[src/rtl/ring_inject_queue.sv]
// Buffered injector between a local device and a ring stop injector port.
// Drops packets with no destination and keeps occupancy/drop/stall statistics.
package ring_pkg;
  localparam int DEST_W   = 8;
  localparam int SENDER_W = 8;
  localparam int DATA_W   = 32;

  typedef struct packed {
    logic                valid;
    logic [DEST_W-1:0]   dest_vector;
    logic [SENDER_W-1:0] sender_id;
    logic [DATA_W-1:0]   payload;
  } ring_packet;
endpackage

module ring_inject_queue
  import ring_pkg::*;
#(
  parameter int DEPTH        = 4,
  parameter bit STAMP_SENDER = 1'b1,
  parameter int CNT_W        = 16
) (
  input  logic                   clk,
  input  logic                   reset,
  input  logic [31:0]            ring_id,
  input  ring_packet             dev_packet,
  input  logic                   dev_issue,
  output logic                   dev_ready,
  output logic                   dev_issuing,
  output ring_packet             inj_packet,
  output logic                   inj_issue,
  input  logic                   inj_ready,
  input  logic                   inj_issuing,
  input  logic                   stats_clear,
  output logic [$clog2(DEPTH):0] occupancy,
  output logic [CNT_W-1:0]       drop_count,
  output logic [CNT_W-1:0]       stall_count
);

  localparam int PTR_W = $clog2(DEPTH);
  localparam logic [PTR_W:0] FULL_OCC = (PTR_W+1)'(DEPTH);

  ring_packet       mem [DEPTH];
  logic [PTR_W-1:0] rd_ptr;
  logic [PTR_W-1:0] wr_ptr;
  logic             offer;
  logic             do_enq;
  logic             do_drop;
  logic             do_deq;
  ring_packet       enq_packet;
  logic             unused_ok;

  // The stop always accepts when its slot is free, so inj_ready carries no information.
  assign unused_ok = ^{inj_ready, ring_id};

  always_comb begin
    offer       = dev_issue && dev_packet.valid;
    dev_ready   = (occupancy != FULL_OCC);
    dev_issuing = offer && dev_ready && !reset;
    do_drop     = dev_issuing && (dev_packet.dest_vector == '0);
    do_enq      = dev_issuing && (dev_packet.dest_vector != '0);
    inj_issue   = (occupancy != '0);
    do_deq      = inj_issuing && inj_issue;

    enq_packet       = dev_packet;
    enq_packet.valid = 1'b1;
    if (STAMP_SENDER) begin
      enq_packet.sender_id = ring_id[SENDER_W-1:0];
    end

    // Head is taken straight from storage: no bypass of an empty queue.
    inj_packet = inj_issue ? mem[rd_ptr] : '0;
  end

  always_ff @(posedge clk) begin
    if (reset) begin
      rd_ptr    <= '0;
      wr_ptr    <= '0;
      occupancy <= '0;
    end else begin
      if (do_enq) begin
        wr_ptr <= wr_ptr + PTR_W'(1);
      end
      if (do_deq) begin
        rd_ptr <= rd_ptr + PTR_W'(1);
      end
      case ({do_enq, do_deq})
        2'b10:   occupancy <= occupancy + (PTR_W+1)'(1);
        2'b01:   occupancy <= occupancy - (PTR_W+1)'(1);
        default: occupancy <= occupancy;
      endcase
    end
  end

  always_ff @(posedge clk) begin
    if (do_enq) begin
      mem[wr_ptr] <= enq_packet;
    end
  end

  // Clear wins over a same-cycle increment; both counters stick at all-ones.
  always_ff @(posedge clk) begin
    if (reset || stats_clear) begin
      drop_count  <= '0;
      stall_count <= '0;
    end else begin
      if (do_drop && (drop_count != '1)) begin
        drop_count <= drop_count + CNT_W'(1);
      end
      if (inj_issue && !inj_issuing && (stall_count != '1)) begin
        stall_count <= stall_count + CNT_W'(1);
      end
    end
  end

endmodule

[config.mk]
export PLATFORM = sky130hd
export DESIGN_NAME = ring_inject_queue
export DESIGN_NICKNAME = d
export VERILOG_FILES = /design/src/rtl/ring_inject_queue.sv
export SDC_FILE = /design/constraint.sdc
export NUM_CORES = 1
export LEC_CHECK = 0
export BUFFER_PORTS_ARGS = -buffer_cell sky130_fd_sc_hd__buf_2
export CORE_MARGIN = 2
export CORE_UTILIZATION = 52
export CTS_BUF_LIST = sky130_fd_sc_hd__clkbuf_2 sky130_fd_sc_hd__clkbuf_4 sky130_fd_sc_hd__clkbuf_8
export DETAILED_ROUTE_END_ITERATION = 8
export PLACE_DENSITY = 0.85
export SLEW_MARGIN = 30
export SYNTH_ARGS = -nofsm -noshare
export SYNTH_HDL_FRONTEND = slang
export SYNTH_SLANG_ARGS = --single-unit
[constraint.sdc]
create_clock -name clk -period 2.45 [get_ports clk]
set_clock_uncertainty 0.05 [all_clocks]
set_input_delay 0.1225 -clock clk [delete_from_list [all_inputs] [get_ports clk]]
set_output_delay 0.1225 -clock clk [all_outputs]
set_load 0.1 [all_outputs]
==> impl_metrics.xml <==
<?xml version="1.0" encoding="UTF-8"?>
<metrics>
  <group name="timing">
    <metric name="rsz_0062_raised_after_global_routing" unit="">true</metric>
    <metric name="min_period" unit="ns">2.38</metric>
    <metric name="worst_pin_slew" unit="ns">0.700</metric>
    <metric name="totalNegativeSetupSlack" unit="ns">0</metric>
    <metric name="fmaxAchievable" unit="MHz">421</metric>
    <metric name="hold_slack" unit="ns">0.270</metric>
    <metric name="worst_slack" unit="ns">0.0727</metric>
    <metric name="slew_violations" unit="">0</metric>
    <metric name="worst_slew_margin_rel" unit="">0.531</metric>
    <metric name="hold_viol_final" unit="">0</metric>
    <metric name="final_min_period_over_clock_period" unit="">0.970</metric>
    <metric name="report.final.setup_viol" unit="">0</metric>
  </group>
  <group name="routing">
    <metric name="drt-initial-drc-count" unit="">274</metric>
    <metric name="vias" unit="">5779</metric>
    <metric name="drt_pass1_iterations" unit="">5</metric>
    <metric name="finalWirelength" unit="mm">20.2</metric>
    <metric name="detail-route-antenna-nets" unit="">0</metric>
    <metric name="average_wire_per_standard_cell" unit="microns">19.5</metric>
    <metric name="via_cell_ratio" unit="">5.58</metric>
    <metric name="detail_route.drc_violations" unit="">0</metric>
  </group>
  <group name="worst_setup_path">
    <metric name="worstSetupEndpointType" unit="">flip-flop</metric>
    <metric name="setup.worst_path.start_class" unit="">flip-flop</metric>
    <metric name="timing_worst_setup_path_type" unit="">flip-flop to flip-flop</metric>
    <metric name="cp_max_fo" unit="">5</metric>
    <metric name="worst_setup_path_startpoint" unit="">occupancy[1]</metric>
    <metric name="cpPeakStageDelay" unit="ns">0.39</metric>
    <metric name="arrival" unit="ns">2.76</metric>
    <metric name="required_time_at_the_worst_slack_endpoint" unit="ns">2.83</metric>
    <metric name="cp_cell_sequence" unit="">or3b_4, and2_4, a21boi_4, inv_1, ha_2, inv_2, fa_2, xor2_1, or3_1, a21oi_1</metric>
    <metric name="critPathSlowestCell" unit="">or3b_4</metric>
    <metric name="r2r_start" unit="">occupancy[1]</metric>
  </group>
  <group name="min_path">
    <metric name="timing.hold.worst.class" unit="">primary input to flip-flop</metric>
    <metric name="hp-start" unit="">dev_issue</metric>
  </group>
  <group name="cts">
    <metric name="clock_tree.htree_level_count" unit="">2</metric>
    <metric name="worst_setup_hold_path_clk_slew" unit="ns">0.06</metric>
    <metric name="clock-sinks" unit="">233</metric>
    <metric name="tritoncts" unit="">done</metric>
    <metric name="worst_skew_pair.late_latency" unit="ns">0.50</metric>
    <metric name="cts_buffers" unit="">38</metric>
    <metric name="clk_root_buffer_cell" unit="">clkbuf_8</metric>
    <metric name="cts_max_path_buffers" unit="">3</metric>
  </group>
  <group name="layout">
    <metric name="final.fill_count" unit="">1110</metric>
    <metric name="stdcell_area" unit="sq um">12500</metric>
    <metric name="layout.cells.most_common" unit="">edfxtp_1</metric>
    <metric name="area_overhead_vs_synth" unit="%">33.9</metric>
    <metric name="instances_no_fill" unit="">1036</metric>
    <metric name="num_antenna_cells" unit="">0</metric>
    <metric name="layout-drive-gt1-share" unit="">0.378</metric>
    <metric name="share_of_the_core_filled_with_cells_in_the_final_layout" unit="">0.705</metric>
    <metric name="mostFrequentLayoutCells" unit="">edfxtp_1 (192), buf_2 (92), buf_12 (55)</metric>
    <metric name="finish.net_count" unit="">875</metric>
  </group>
  <group name="yosys">
    <metric name="postSynthNetCount" unit="">643</metric>
    <metric name="share_of_synthesized_cell_area_in_and_or_nand_and_nor_gates" unit="">0.101</metric>
    <metric name="synth_xor_area_frac" unit="">0.0112</metric>
    <metric name="ys_seq_elements" unit="">233</metric>
    <metric name="synth.lib_cells_used.distinct" unit="">52</metric>
    <metric name="synth-seq-area-share" unit="">0.704</metric>
    <metric name="synth-async-reset-ratio" unit="">0</metric>
    <metric name="synth_fa_ha_area_frac" unit="">0.0115</metric>
    <metric name="ys_warn_count" unit="">0</metric>
    <metric name="combinational_family_with_the_most_area_after_synthesis" unit="">multiplexers</metric>
    <metric name="dominantRegCellSynth" unit="">edfxtp_1</metric>
    <metric name="postSynthCellCount" unit="">548</metric>
    <metric name="complex_gate_fraction_of_the_synthesized_area" unit="">0.0386</metric>
    <metric name="netlist_area" unit="sq um">9360</metric>
    <metric name="synth-edff-count" unit="">192</metric>
    <metric name="synthesis.area_per_instance" unit="sq um">17.1</metric>
    <metric name="share_of_cell_area_taken_by_muxes_after_synthesis" unit="">0.118</metric>
  </group>
  <group name="grt">
    <metric name="globalRoute.totalOverflow" unit="">0</metric>
    <metric name="grt_peak_use_layer" unit="">met2</metric>
    <metric name="grt_max_degree" unit="">51</metric>
    <metric name="grt_util_all_layers" unit="">0.212</metric>
    <metric name="globalRouteMet2Util" unit="">0.376</metric>
    <metric name="grt.met3_usage" unit="">0.0443</metric>
    <metric name="antenna_found_initial" unit="">0</metric>
    <metric name="met1_usage" unit="">0.268</metric>
    <metric name="grt_first_pass_wirelength" unit="mm">32.2</metric>
    <metric name="number_of_global_route_vias_before_repair" unit="">6050</metric>
  </group>
  <group name="power">
    <metric name="powerDensity" unit="nW/um^2">1080</metric>
    <metric name="combPwrFrac" unit="">0.439</metric>
    <metric name="sequential_cell_fraction_of_total_power" unit="">0.327</metric>
    <metric name="peakVddDrop" unit="mV">0.912</metric>
    <metric name="power_leakage" unit="nW">4.37</metric>
    <metric name="total_power" unit="mW">13.6</metric>
    <metric name="pwr-share-clk" unit="">0.234</metric>
    <metric name="net_switching_power" unit="mW">5.37</metric>
    <metric name="switching_share" unit="">0.396</metric>
    <metric name="p_int" unit="mW">8.18</metric>
  </group>
  <group name="floorplanning">
    <metric name="dieWidth" unit="microns">138</metric>
    <metric name="start_util" unit="">0.526</metric>
    <metric name="num_rows" unit="">49</metric>
    <metric name="coreArea" unit="sq um">17800</metric>
    <metric name="num_io_pins" unit="">174</metric>
    <metric name="die_height" unit="microns">138</metric>
    <metric name="die_area" unit="sq um">19100</metric>
  </group>
  <group name="run_status">
    <metric name="outcome" unit="">completed</metric>
  </group>
  <group name="place">
    <metric name="dpl.hpwl" unit="mm">12.7</metric>
    <metric name="port_buffers" unit="">140</metric>
    <metric name="dp.cells" unit="">916</metric>
    <metric name="routabilityCongestion" unit="">0.850</metric>
    <metric name="place_worst_setup_slack" unit="ns">0.0730</metric>
    <metric name="placement.cell_area" unit="sq um">11300</metric>
  </group>
  <group name="run">
    <metric name="count_of_maximum_capacitance_violations" unit="">0</metric>
  </group>
</metrics>
synth_stat cells, types with 2 or more instances:
| cell type | n | area share |
|---|---|---|
| a21boi_0 | 2 | 0.0016 |
| a21o_1 | 3 | 0.0024 |
| a21oi_1 | 19 | 0.010 |
| a31oi_1 | 5 | 0.0033 |
| and2_1 | 57 | 0.038 |
| and3_1 | 3 | 0.0020 |
| and4_1 | 2 | 0.0019 |
| buf_2 | 5 | 0.0027 |
| buf_4 | 2 | 0.0016 |
| clkbuf_1 | 13 | 0.0052 |
| dfxtp_1 | 41 | 0.088 |
| edfxtp_1 | 192 | 0.62 |
| ha_1 | 7 | 0.0094 |
| inv_1 | 13 | 0.0052 |
| mux2i_1 | 2 | 0.0021 |
| mux4_2 | 48 | 0.12 |
| nand2_1 | 18 | 0.0072 |
| nand3_1 | 14 | 0.0075 |
| nand3_2 | 2 | 0.0021 |
| nand4_1 | 5 | 0.0033 |
| nor2_1 | 22 | 0.0088 |
| nor3_1 | 4 | 0.0021 |
| nor3_2 | 2 | 0.0021 |
| nor4_2 | 2 | 0.0027 |
| nor4_4 | 2 | 0.0045 |
| o21a_1 | 3 | 0.0024 |
| o21ai_0 | 8 | 0.0043 |
| o21ai_1 | 2 | 0.0011 |
| o31ai_1 | 6 | 0.0048 |
| or3_1 | 7 | 0.0047 |
| or4_1 | 6 | 0.0048 |
| xnor2_1 | 7 | 0.0066 |
| xor2_1 | 5 | 0.0047 |
worst max-delay path: cells and delay by family (launching register included):
kind | cells | cell delay [ns]
xor+xnor | 1 | 0.15
simple gates | 3 | 0.86
fa+ha+maj | 2 | 0.52
buf+inv | 2 | 0.11
compound gates | 2 | 0.26
flops | 1 | 0.36
final cells by class:
class / instances / area (sq um) / share of cell area
clock inverters: 19 / 113 / 0.00898
repair buffers: 214 / 2210 / 0.176
flip-flops and latches: 233 / 6610 / 0.528
multi-input cells: 280 / 2650 / 0.212
clock buffers: 48 / 611 / 0.0487
well taps: 229 / 287 / 0.0229
inverters: 13 / 48.8 / 0.00389
sequential cells by signal, summed over array words and instances, names as in the netlist, named ones only:
register     cells
stall_count     16
rd_ptr           2
mem            192
wr_ptr           2
drop_count      16
occupancy        3
final timing paths:
path,end,slack (ns),depth (start not counted)
setup / recovery,occupancy[2],0.07,10
hold / removal,drop_count[14],0.27,6
setup reg to reg,occupancy[2],0.07,10
hold reg to reg,stall_count[1],0.44,2
power by group through the flow:
stage	Sequential, mW	Combinational [mW]	Clock, mW
after global placement	4.53	5.79	0
final	4.43	5.95	3.17
after detailed placement	4.54	5.85	0
after global routing	4.43	6.13	3.42
after floorplan	4.60	3.78	0
after CTS	4.46	5.92	3.24
routing by layer:
metal / vias up / share of wire
li1: 2622 / -
met1: 2888 / 0.40
met2: 242 / 0.52
met3: 27 / 0.062
met4: 0 / 0.014
met5: - / 0
cell families (layout without fill, tap and decap cells):
logic type / count (synthesis) / in the layout
compound gates: 55 / 55
xor+xnor: 12 / 12
fa+ha+maj: 8 / 8
mux: 50 / 50
flops: 233 / 233
simple gates: 155 / 155
buf+inv: 35 / 294
repair_timing:
action | 4_1_cts | 5_1_grt
hold endpoints to repair | 207 | 0
hold buffers | 51 | 0
resized for setup | 0 | 1
setup endpoints to repair | 0 | 15
buffers inserted | 0 | 2
Power figures use the tool's default switching activity.
